==> src/rtl/axi_lite_pkg.sv <==
// Shared AXI4-Lite constants and response type for the register-file slave.
package axi_lite_pkg;

   localparam int ADDR_LSB = 2;

   typedef enum logic [1:0] {
      RESP_OKAY   = 2'b00,
      RESP_EXOKAY = 2'b01,
      RESP_SLVERR = 2'b10,
      RESP_DECERR = 2'b11
   } resp_t;

endpackage

==> src/rtl/axi_lite_aw_w_join.sv <==
// Joins the independent AW and W channels into a single write-commit strobe.
// Each channel is captured into its own hold register; the commit fires on
// the edge where both an address and data are available, held or live.
module axi_lite_aw_w_join #(
   parameter int ADDR_W = 32,
   parameter int DATA_W = 32
) (
   input  logic                S_AXI_ACLK,
   input  logic                S_AXI_ARESETN,
   input  logic                rst_done,
   input  logic                bvalid,
   input  logic                awvalid,
   output logic                awready,
   input  logic [ADDR_W-1:0]   awaddr,
   input  logic                wvalid,
   output logic                wready,
   input  logic [DATA_W-1:0]   wdata,
   input  logic [DATA_W/8-1:0] wstrb,
   output logic                commit,
   output logic [ADDR_W-1:0]   commit_addr,
   output logic [DATA_W-1:0]   commit_data,
   output logic [DATA_W/8-1:0] commit_strb
);

   logic                aw_hold, w_hold;
   logic [ADDR_W-1:0]   aw_addr_q;
   logic [DATA_W-1:0]   w_data_q;
   logic [DATA_W/8-1:0] w_strb_q;
   logic                aw_hs, w_hs;

   // A pending response blocks new traffic so only one write is ever in flight.
   assign awready = ~aw_hold & ~bvalid & rst_done;
   assign wready  = ~w_hold  & ~bvalid & rst_done;
   assign aw_hs   = awvalid & awready;
   assign w_hs    = wvalid  & wready;

   assign commit      = (aw_hold | aw_hs) & (w_hold | w_hs);
   assign commit_addr = aw_hold ? aw_addr_q : awaddr;
   assign commit_data = w_hold  ? w_data_q  : wdata;
   assign commit_strb = w_hold  ? w_strb_q  : wstrb;

   // Capture each channel on its handshake; release both holds on commit.
   always_ff @(posedge S_AXI_ACLK or negedge S_AXI_ARESETN) begin
      if (!S_AXI_ARESETN) begin
         aw_hold   <= 1'b0;
         w_hold    <= 1'b0;
         aw_addr_q <= '0;
         w_data_q  <= '0;
         w_strb_q  <= '0;
      end else if (commit) begin
         aw_hold <= 1'b0;
         w_hold  <= 1'b0;
      end else begin
         if (aw_hs) begin
            aw_hold   <= 1'b1;
            aw_addr_q <= awaddr;
         end
         if (w_hs) begin
            w_hold   <= 1'b1;
            w_data_q <= wdata;
            w_strb_q <= wstrb;
         end
      end
   end

endmodule

==> src/rtl/axi_lite_slave_regfile.sv <==
// AXI4-Lite slave: NUM_RW byte-writable control registers followed by NUM_RO
// status words. Anything beyond the bank answers SLVERR with no side effects.
module axi_lite_slave_regfile
   import axi_lite_pkg::*;
#(
   parameter int                          S_AXI_DATA_WIDTH = 32,
   parameter int                          S_AXI_ADDR_WIDTH = 32,
   parameter int                          NUM_RW           = 8,
   parameter int                          NUM_RO           = 4,
   parameter logic [S_AXI_DATA_WIDTH-1:0] RW_RESET         = '0
) (
   input  logic                               S_AXI_ACLK,
   input  logic                               S_AXI_ARESETN,
   input  logic                               S_AXI_AWVALID,
   output logic                               S_AXI_AWREADY,
   input  logic [S_AXI_ADDR_WIDTH-1:0]        S_AXI_AWADDR,
   input  logic [2:0]                         S_AXI_AWPROT,
   input  logic                               S_AXI_WVALID,
   output logic                               S_AXI_WREADY,
   input  logic [S_AXI_DATA_WIDTH-1:0]        S_AXI_WDATA,
   input  logic [S_AXI_DATA_WIDTH/8-1:0]      S_AXI_WSTRB,
   output logic                               S_AXI_BVALID,
   input  logic                               S_AXI_BREADY,
   output logic [1:0]                         S_AXI_BRESP,
   input  logic                               S_AXI_ARVALID,
   output logic                               S_AXI_ARREADY,
   input  logic [S_AXI_ADDR_WIDTH-1:0]        S_AXI_ARADDR,
   input  logic [2:0]                         S_AXI_ARPROT,
   output logic                               S_AXI_RVALID,
   input  logic                               S_AXI_RREADY,
   output logic [S_AXI_DATA_WIDTH-1:0]        S_AXI_RDATA,
   output logic [1:0]                         S_AXI_RRESP,
   output logic [S_AXI_DATA_WIDTH*NUM_RW-1:0] regs_out,
   output logic [NUM_RW-1:0]                  wr_pulse,
   input  logic [S_AXI_DATA_WIDTH*NUM_RO-1:0] ro_in
);

   localparam int IDX_W  = S_AXI_ADDR_WIDTH - ADDR_LSB;
   localparam int STRB_W = S_AXI_DATA_WIDTH / 8;

   logic                                     rst_done;
   logic [NUM_RW-1:0][S_AXI_DATA_WIDTH-1:0]  regs;
   logic                                     commit;
   logic [S_AXI_ADDR_WIDTH-1:0]              commit_addr;
   logic [S_AXI_DATA_WIDTH-1:0]              commit_data;
   logic [STRB_W-1:0]                        commit_strb;
   logic [IDX_W-1:0]                         wr_idx, rd_idx;
   logic                                     wr_ok;
   logic                                     bvalid_q, rvalid_q;
   resp_t                                    bresp_q, rresp_q, rd_resp;
   logic [S_AXI_DATA_WIDTH-1:0]              rdata_q, rd_data;
   logic                                     ar_hs;
   logic                                     unused_ok;

   assign unused_ok = ^{S_AXI_AWPROT, S_AXI_ARPROT,
                        commit_addr[ADDR_LSB-1:0], S_AXI_ARADDR[ADDR_LSB-1:0]};

   // Hold off all READYs until the first edge after reset release.
   always_ff @(posedge S_AXI_ACLK or negedge S_AXI_ARESETN) begin
      if (!S_AXI_ARESETN) rst_done <= 1'b0;
      else                rst_done <= 1'b1;
   end

   axi_lite_aw_w_join #(
      .ADDR_W (S_AXI_ADDR_WIDTH),
      .DATA_W (S_AXI_DATA_WIDTH)
   ) u_join (
      .S_AXI_ACLK    (S_AXI_ACLK),
      .S_AXI_ARESETN (S_AXI_ARESETN),
      .rst_done      (rst_done),
      .bvalid        (bvalid_q),
      .awvalid       (S_AXI_AWVALID),
      .awready       (S_AXI_AWREADY),
      .awaddr        (S_AXI_AWADDR),
      .wvalid        (S_AXI_WVALID),
      .wready        (S_AXI_WREADY),
      .wdata         (S_AXI_WDATA),
      .wstrb         (S_AXI_WSTRB),
      .commit        (commit),
      .commit_addr   (commit_addr),
      .commit_data   (commit_data),
      .commit_strb   (commit_strb)
   );

   assign wr_idx = commit_addr[S_AXI_ADDR_WIDTH-1:ADDR_LSB];
   assign wr_ok  = wr_idx < IDX_W'(NUM_RW);

   // Byte-merge committed data into the addressed RW register and strobe it.
   always_ff @(posedge S_AXI_ACLK or negedge S_AXI_ARESETN) begin
      if (!S_AXI_ARESETN) begin
         regs     <= {NUM_RW{RW_RESET}};
         wr_pulse <= '0;
      end else begin
         wr_pulse <= '0;
         for (int i = 0; i < NUM_RW; i++) begin
            if (commit && wr_idx == IDX_W'(i)) begin
               wr_pulse[i] <= 1'b1;
               for (int b = 0; b < STRB_W; b++)
                  if (commit_strb[b]) regs[i][8*b +: 8] <= commit_data[8*b +: 8];
            end
         end
      end
   end

   // Write response: raised by the commit, held until the master takes it.
   always_ff @(posedge S_AXI_ACLK or negedge S_AXI_ARESETN) begin
      if (!S_AXI_ARESETN) begin
         bvalid_q <= 1'b0;
         bresp_q  <= RESP_OKAY;
      end else if (commit) begin
         bvalid_q <= 1'b1;
         bresp_q  <= wr_ok ? RESP_OKAY : RESP_SLVERR;
      end else if (bvalid_q && S_AXI_BREADY) begin
         bvalid_q <= 1'b0;
      end
   end

   assign rd_idx = S_AXI_ARADDR[S_AXI_ADDR_WIDTH-1:ADDR_LSB];

   // Read decode: RW bank, then status words, else zero with SLVERR.
   always_comb begin
      rd_data = '0;
      rd_resp = RESP_SLVERR;
      for (int i = 0; i < NUM_RW; i++) begin
         if (rd_idx == IDX_W'(i)) begin
            rd_data = regs[i];
            rd_resp = RESP_OKAY;
         end
      end
      for (int j = 0; j < NUM_RO; j++) begin
         if (rd_idx == IDX_W'(NUM_RW + j)) begin
            rd_data = ro_in[S_AXI_DATA_WIDTH*j +: S_AXI_DATA_WIDTH];
            rd_resp = RESP_OKAY;
         end
      end
   end

   assign ar_hs = S_AXI_ARVALID & S_AXI_ARREADY;

   // Read data register: loads on AR handshake (pre-write value on a same-edge
   // commit), held stable until RREADY, then cleared.
   always_ff @(posedge S_AXI_ACLK or negedge S_AXI_ARESETN) begin
      if (!S_AXI_ARESETN) begin
         rvalid_q <= 1'b0;
         rdata_q  <= '0;
         rresp_q  <= RESP_OKAY;
      end else if (ar_hs) begin
         rvalid_q <= 1'b1;
         rdata_q  <= rd_data;
         rresp_q  <= rd_resp;
      end else if (rvalid_q && S_AXI_RREADY) begin
         rvalid_q <= 1'b0;
         rdata_q  <= '0;
         rresp_q  <= RESP_OKAY;
      end
   end

   assign S_AXI_ARREADY = ~rvalid_q & rst_done;
   assign S_AXI_BVALID  = bvalid_q;
   assign S_AXI_BRESP   = bresp_q;
   assign S_AXI_RVALID  = rvalid_q;
   assign S_AXI_RDATA   = rdata_q;
   assign S_AXI_RRESP   = rresp_q;
   assign regs_out      = regs;

endmodule

==> config.mk <==
export PLATFORM = sky130hd
export DESIGN_NAME = axi_lite_slave_regfile
export DESIGN_NICKNAME = d
export VERILOG_FILES = /design/src/rtl/axi_lite_pkg.sv /design/src/rtl/axi_lite_aw_w_join.sv /design/src/rtl/axi_lite_slave_regfile.sv
export SDC_FILE = /design/constraint.sdc
export NUM_CORES = 1
export LEC_CHECK = 0
export CELL_PAD_IN_SITES_DETAIL_PLACEMENT = 1
export CELL_PAD_IN_SITES_GLOBAL_PLACEMENT = 2
export CORE_AREA = 8 8 231 233
export CTS_CLUSTER_SIZE = 25
export DETAILED_ROUTE_END_ITERATION = 7
export DIE_AREA = 0 0 239 241
export DONT_BUFFER_PORTS = 1
export GPL_TIMING_DRIVEN = 0
export HOLD_SLACK_MARGIN = 0.08
export PLACE_DENSITY = 0.79
export SETUP_SLACK_MARGIN = 0.1
export SLEW_MARGIN = 10
export SYNTH_ARGS = -nofsm -noshare
export SYNTH_HDL_FRONTEND = slang
export SYNTH_SLANG_ARGS = --single-unit
==> constraint.sdc <==
create_clock -name S_AXI_ACLK -period 2.2 [get_ports S_AXI_ACLK]
set_input_delay 0.33 -clock S_AXI_ACLK [delete_from_list [all_inputs] [get_ports S_AXI_ACLK]]
set_output_delay 0.33 -clock S_AXI_ACLK [all_outputs]
set_load 0.03 [all_outputs]
==> results.json, run 1 <==
{
  "htree_levels": 2,
  "synthFlopType": "dfrtp_1",
  "violations": "negative hold slack, negative setup slack",
  "routed-wl-met2_um": 47000,
  "drv_slew": 0,
  "dieArea_mm2": 0.0576,
  "cap_violations": 0,
  "holdWs_ns": -0.552,
  "met1_length_um": 37100,
  "initial_core_util_pct": 36.6,
  "drt-initial-drc-count": 1187,
  "crit_path_max_fanout": 8,
  "nets": 1946,
  "areaGrowthSynthToFinish_pct": 36.4,
  "cts_buffers": 43,
  "wl_um": 98400,
  "ys_seq_area_share_pct": 50.7,
  "die_y_um": 241,
  "place_congestion": 0.897,
  "die_w_um": 239,
  "drtPass1Iterations": 5,
  "cts.sinks": 369,
  "maxSlewHeadroom_pct": 44.5,
  "io_pins": 546,
  "fin_ws_ns": -0.287,
  "synth_edf_count": 0,
  "crit_slowest_cell": "dfrtp_1",
  "crit_buf_inv": 3,
  "num_vias": 15096,
  "grt_start_max_net_pins": 370,
  "synthCells": 1447,
  "antenna_found_initial": 6,
  "ys_ff_latch": 369,
  "cp_cell_sequence": "nor4b_4, nand3_1, a22oi_2, clkbuf_8, nand4_4, buf_12, nor2_4, buf_12, mux2_4",
  "critPathLaunchType": "flip-flop",
  "synth.distinct_cells": 65,
  "worst-setup-path-type": "reg -> reg",
  "synthArstFlopShare_pct": 100,
  "layout_min_cycle_time_ns": 2.49,
  "p_leak_nw": 10.8,
  "highest_layer": "met5",
  "grt_pass1_vias": 16384,
  "ir_worst_vdd_v": 0.000757,
  "drc": 0,
  "hp-class": "in -> async",
  "n_fill_cell": 4937,
  "cts-root-buf": "clkbuf_16",
  "overflow": 0,
  "cpMostUsedCell": "buf_12",
  "fin_area_mm2": 0.0248,
  "postPlaceCellArea_mm2": 0.0192,
  "status": "finished with violations",
  "hold_viol": 369,
  "fin_skew_ns": 0.0194,
  "avgSynthCellArea_um2": 12.6,
  "ctsHoldBuffers": 124,
  "timing.critical_path.required_ns": 2.66,
  "clkLatencyLatePin_ns": 0.59,
  "power_density_mw_per_mm2": 786,
  "synth_warnings": 0,
  "hpwl_um": 68700,
  "worst_ep_arrival_time_ns": 2.95,
  "synthesis.area_mm2": 0.0182,
  "max_freq_ghz": 0.402,
  "finalCritPeriodShare_pct": 113,
  "rsz0062_at_grt": "yes",
  "fp.coreArea_mm2": 0.0497,
  "met3_length_um": 10000,
  "io_buffers": 0,
  "cts.clk_slew.worst_paths_ns": 0.06,
  "gr-usage-all-layers_pct": 33.1,
  "cts_tree": "yes",
  "clockBufferDepth": 3,
  "avgRoutedWirePerCell_um": 40.7,
  "grt_pass1_wl_um": 135000,
  "multi_input_area_mm2": 0.0101,
  "crit_family": "simple AND/OR/NAND/NOR gates",
  "drive_gt1_share_pct": 43.4,
  "rows": 82,
  "max_stage_delay_ns": 0.42,
  "cp-end-kind": "flip-flop",
  "viasPerCell": 6.25,
  "final_cells": 2417,
  "setup_viol": 257,
  "seq_area_mm2": 0.00925,
  "worst_pin_slew_ns": 0.828,
  "dp_cells": 2121,
  "drtAntennaViolNets": 0,
  "reg2reg_slack_ns": -0.29
}
## state kept, by name, indices dropped and copies added, names as in the netlist
signal and flops:
u_join.aw_hold 1, wr_pulse 8, regs_out 256, S_AXI_BVALID 1, rst_done 1, u_join.w_data_q 32
S_AXI_RVALID 1, S_AXI_RRESP 1, S_AXI_RDATA 32, u_join.aw_addr_q 30, u_join.w_strb_q 4, u_join.w_hold 1
S_AXI_BRESP 1
## cell usage after synthesis, types with 4 or more instances
cell type  instances  area, um^2
a22oi_1           27         203
clkbuf_1          40         150
buf_4              4        30.0
a221o_1            6        60.1
a21o_1             9        67.6
nor2b_1            8        50.1
nor2_4            32         360
o22ai_1           21         131
nand4_1            7        43.8
o21a_1            14         105
o21ai_0           42         210
a21oi_1           62         310
nor3_2             4        40.0
a221oi_1          13         114
or3_1              8        50.1
mux2_2           361        4070
a32oi_1            5        43.8
mux2i_2            4        55.1
nor2_1            76         285
mux4_2            27         608
o2111ai_1          7        61.3
o221ai_1           9        78.8
a2bb2oi_1          8        70.1
nor3_1            21         105
nor4_1            23         144
nand4_2            8         100
mux2i_1           14         140
a22o_1             9        78.8
a211o_1            6        52.6
nand2_1           50         188
nand3_1           28         140
dfrtp_1          369        9230
buf_1              9        33.8
nand2b_1          10        62.6
buf_2             18        90.1
o211ai_1          11        82.6
nor3b_1            8        60.1
inv_1             16        60.1
## repair_timing
item	4_1_cts	5_1_grt
endpoints found under the setup margin	363	350
resized for setup	436	75
pin swaps	62	21
buffers inserted	82	4
cloned	1	0
hold endpoints to repair	467	369
## metal layers
layer | track usage (%) | up-vias
met3 | 11.7 | 222
met4 | 12.4 | 6
met1 | 39.2 | 8000
met2 | 55.3 | 894
li1 | - | 5974
met5 | 0 | -
## final timing paths
| kind | startpoint | endpoint | depth (start not counted) |
|---|---|---|---|
| worst max-delay path | u_join.aw_addr_q[17] | regs_out[52] | 9 |
| worst min-delay path | S_AXI_ARESETN | regs_out[9] | 0 |
| worst max register to register | u_join.aw_addr_q[17] | regs_out[52] | 9 |
| worst min register to register | u_join.w_data_q[22] | u_join.w_data_q[22] | 1 |
| max in group asynchronous | S_AXI_ARESETN | regs_out[100] | 0 |
| min in group S_AXI_ACLK | ro_in[63] | S_AXI_RDATA[31] | 3 |
## power by group
group / leakage [nW] / internal, mW / switching [mW]
sequential: 4.99 / 7.44 / 0.533
combinational: 5.12 / 1.60 / 2.36
clock: 0.717 / 4.49 / 3.09
## per-stage QoR
step                      util, %  TNS (ns)  total power, mW  setup WS [ns]
after floorplan                 -    -38.81             9.95         -0.167
after global placement       38.6   -283.07             10.9          -2.31
after detailed placement     38.6   -302.36             11.0          -1.97
after CTS                    49.5    -38.24             19.3         -0.197
after global routing         50.0    -73.74             20.0         -0.341
final                        50.0    -56.02             19.5         -0.287
## cells by family (layout without fill, tap and decap cells)
kind of cell | after synthesis | count (layout) | share of synthesized area (%)
muxes | 406 | 406 | 26.8
DFF | 369 | 369 | 50.7
and+or+nand+nor | 309 | 309 | 10.2
AOI/OAI and AO/OA | 272 | 272 | 10.3
buffers and inverters | 89 | 380 | 2.05
other | 2 | 9 | 0.0413
## worst register-to-register path, stage by stage, from the launching register on
cell	delay (ns)
dfrtp_1	0.42
nor4b_4	0.31
nand3_1	0.14
a22oi_2	0.30
clkbuf_8	0.25
nand4_4	0.14
buf_12	0.20
nor2_4	0.12
buf_12	0.16
mux2_4	0.32
## final cells by class
cell class	count	share of cell area (%)
inverters	17	0.257
clock inverters	18	0.978
well taps	672	3.39
flip-flops and latches	369	37.3
plain buffers	72	2.33
diodes	6	0.0605
clock buffers	61	4.94
multi-input cells	990	40.8
repair buffers	212	9.94
## cells in the final DEF, fill, tap and decap left out, types with 8 or more instances in the layout
master / instances
o21ai_0: 40
mux2i_1: 13
o22ai_1: 20
nand2_1: 47
buf_6: 35
mux2_2: 105
o21a_1: 11
o221ai_1: 9
buf_4: 39
a21o_1: 9
clkbuf_4: 15
nor4_2: 8
nor2_1: 70
a21oi_1: 54
inv_1: 16
clkbuf_1: 14
nand3_1: 25
mux4_2: 27
a221oi_1: 11
nor3b_1: 8
o211ai_1: 11
buf_12: 39
mux2_4: 256
clkbuf_16: 45
a22o_1: 9
dlygate4sd3_1: 124
nor4_1: 13
a2bb2oi_1: 8
dfrtp_2: 16
nor2_4: 35
a22oi_1: 26
clkbuf_2: 16
clkbuf_8: 8
nor3_1: 12
nand2b_1: 10
dfrtp_1: 353
nand4_4: 8
Power figures use the tool's default switching activity.
==> run 2: changes to the inputs <==
Settings changed: CORE_AREA 8 8 231 233 to 8 8 220 222, DIE_AREA 0 0 239 241 to 0 0 228 230, PLACE_DENSITY 0.79 to 0.83, SETUP_SLACK_MARGIN 0.1 to 0.5.
Clock period 2.2 ns to 2.3 ns, I/O delays scaled along.
==> results.json, run 2 (synthesis gave the netlist of run 1 again) <==
{
  "layout_min_cycle_time_ns": 2.69,
  "ir_worst_vdd_v": 0.000849,
  "cap_violations": 0,
  "antenna_found_initial": 11,
  "clockBufferDepth": 3,
  "fin_skew_ns": 0.0357,
  "postPlaceCellArea_mm2": 0.0195,
  "drv_slew": 0,
  "cts.sinks": 369,
  "num_vias": 16020,
  "ctsHoldBuffers": 121,
  "worst-setup-path-type": "reg -> reg",
  "drt-initial-drc-count": 1477,
  "critPathLaunchType": "flip-flop",
  "hp-class": "in -> async",
  "cts_buffers": 43,
  "overflow": 0,
  "layout_common_cells": "357 x dfrtp_1, 255 x mux2_4, 121 x dlygate4sd3_1",
  "crit_path_max_fanout": 7,
  "cp-end-kind": "flip-flop",
  "worst_pin_slew_ns": 0.960,
  "avgRoutedWirePerCell_um": 43.9,
  "clkLatencyLatePin_ns": 0.60,
  "cts_tree": "yes",
  "setup_viol": 258,
  "n_fill_cell": 4256,
  "rows": 78,
  "cts-root-buf": "clkbuf_16",
  "io_pins": 546,
  "drtAntennaViolNets": 0,
  "cts.clk_slew.worst_paths_ns": 0.07,
  "drive_gt1_share_pct": 47.9,
  "fin_area_mm2": 0.0256,
  "largest_reg_flops": 256,
  "drtPass1Iterations": 5,
  "hpwl_um": 66700,
  "worst_ep_arrival_time_ns": 3.15,
  "areaGrowthSynthToFinish_pct": 40.9,
  "viasPerCell": 6.71,
  "drc": 0,
  "power_density_mw_per_mm2": 769,
  "timing.critical_path.required_ns": 2.75,
  "max_freq_ghz": 0.371,
  "total_power_mw": 19.7,
  "violations": "negative hold slack, negative setup slack",
  "final_common_cell": "dfrtp_1",
  "utilization_pct": 57.1,
  "hold_viol": 369,
  "io_buffers": 0,
  "dieArea_mm2": 0.0524,
  "place_congestion": 0.916,
  "gr-usage-all-layers_pct": 36.7,
  "finalCritPeriodShare_pct": 117,
  "grt_pass1_wl_um": 139000,
  "grt_pass1_vias": 16978,
  "initial_core_util_pct": 40.5,
  "grt_start_max_net_pins": 370,
  "wl_um": 105000,
  "nets": 1987,
  "holdWs_ns": -0.517,
  "fp.coreArea_mm2": 0.0449,
  "die_w_um": 228,
  "fin_ws_ns": -0.392,
  "status": "finished with violations",
  "die_y_um": 230,
  "maxSlewHeadroom_pct": 36.0,
  "htree_levels": 2,
  "rsz0062_at_grt": "yes",
  "p_leak_nw": 11.3
}
-- run 2: changes by cell type in the layout (fill, tap and decap cells not counted), moves of 11 or more --
cell | before | now
buf_4 | 39 | 67
nand2_1 | 47 | 35
o21ai_0 | 40 | 17
a22oi_1 | 26 | 15
a22oi_2 | 1 | 12
o21ai_1 | 1 | 16
-- run 2: per-layer routing --
layer | global-route usage [%] | part of all wire (%) | vias up | wire [um]
met2 | 61.6 | 48 | 1166 | 50200
met1 | 41.7 | 36 | 8403 | 37400
met4 | 17.0 | 6.0 | 12 | 6270
met3 | 13.2 | 10 | 366 | 10700
met5 | 0 | 0.082 | - | 86
li1 | - | - | 6073 | -
-- run 2: what timing repair did --
action,CTS,global route
endpoints found under the hold margin,465,369
gates cloned,3,2
setup endpoints to repair,367,363
pin swaps,74,29
gates resized for setup,389,127
setup buffers,91,36
-- run 2: path summary, 6_finish.rpt --
check / start / end / slack [ns] / cells past startpoint
min reg2reg: u_join.w_data_q[18] / u_join.w_data_q[18] / 0.51 / 1
min in group S_AXI_ACLK: ro_in[44] / S_AXI_RDATA[12] / 0.08 / 4
max in group asynchronous: S_AXI_ARESETN / regs_out[128] / 2.22 / 0
max: u_join.aw_addr_q[9] / regs_out[25] / -0.39 / 9
max reg2reg: u_join.aw_addr_q[9] / regs_out[25] / -0.39 / 9
min: S_AXI_ARESETN / S_AXI_RDATA[10] / -0.52 / 0
-- run 2: cell type report --
type | count | area (um^2) | area share (%)
clock buffers | 59 | 1220 | 4.74
diodes | 8 | 20.0 | 0.0781
multi-input cells | 990 | 10500 | 40.9
plain buffers | 72 | 736 | 2.87
repair buffers | 253 | 2840 | 11.1
clock inverters | 18 | 287 | 1.12
well taps | 600 | 751 | 2.93
inverters | 17 | 63.8 | 0.249
flip-flops and latches | 369 | 9250 | 36.1
-- run 2: critical path: stages, from the launching register on --
cell,delay [ns]
dfrtp_1,0.41
nor4_2,0.28
nand3_1,0.21
a211oi_4,0.36
buf_12,0.17
buf_4,0.12
nand4_4,0.25
nor2_4,0.25
buf_12,0.17
mux2_4,0.32
-- run 2: power by group --
part | internal (mW) | switching, mW
logic | 1.78 | 2.62
clock network | 4.41 | 3.17
registers | 7.11 | 0.625
-- run 2: through the flow --
step                setup TNS (ns)  instances  setup slack (ns)
global placement           -242.23       2048             -1.37
CTS                          -8.32       2340            -0.110
floorplan                   -15.00       1448           -0.0673
global route                -80.90       2383            -0.394
finish                      -77.18       2386            -0.392
detailed placement         -253.59       2048             -1.11
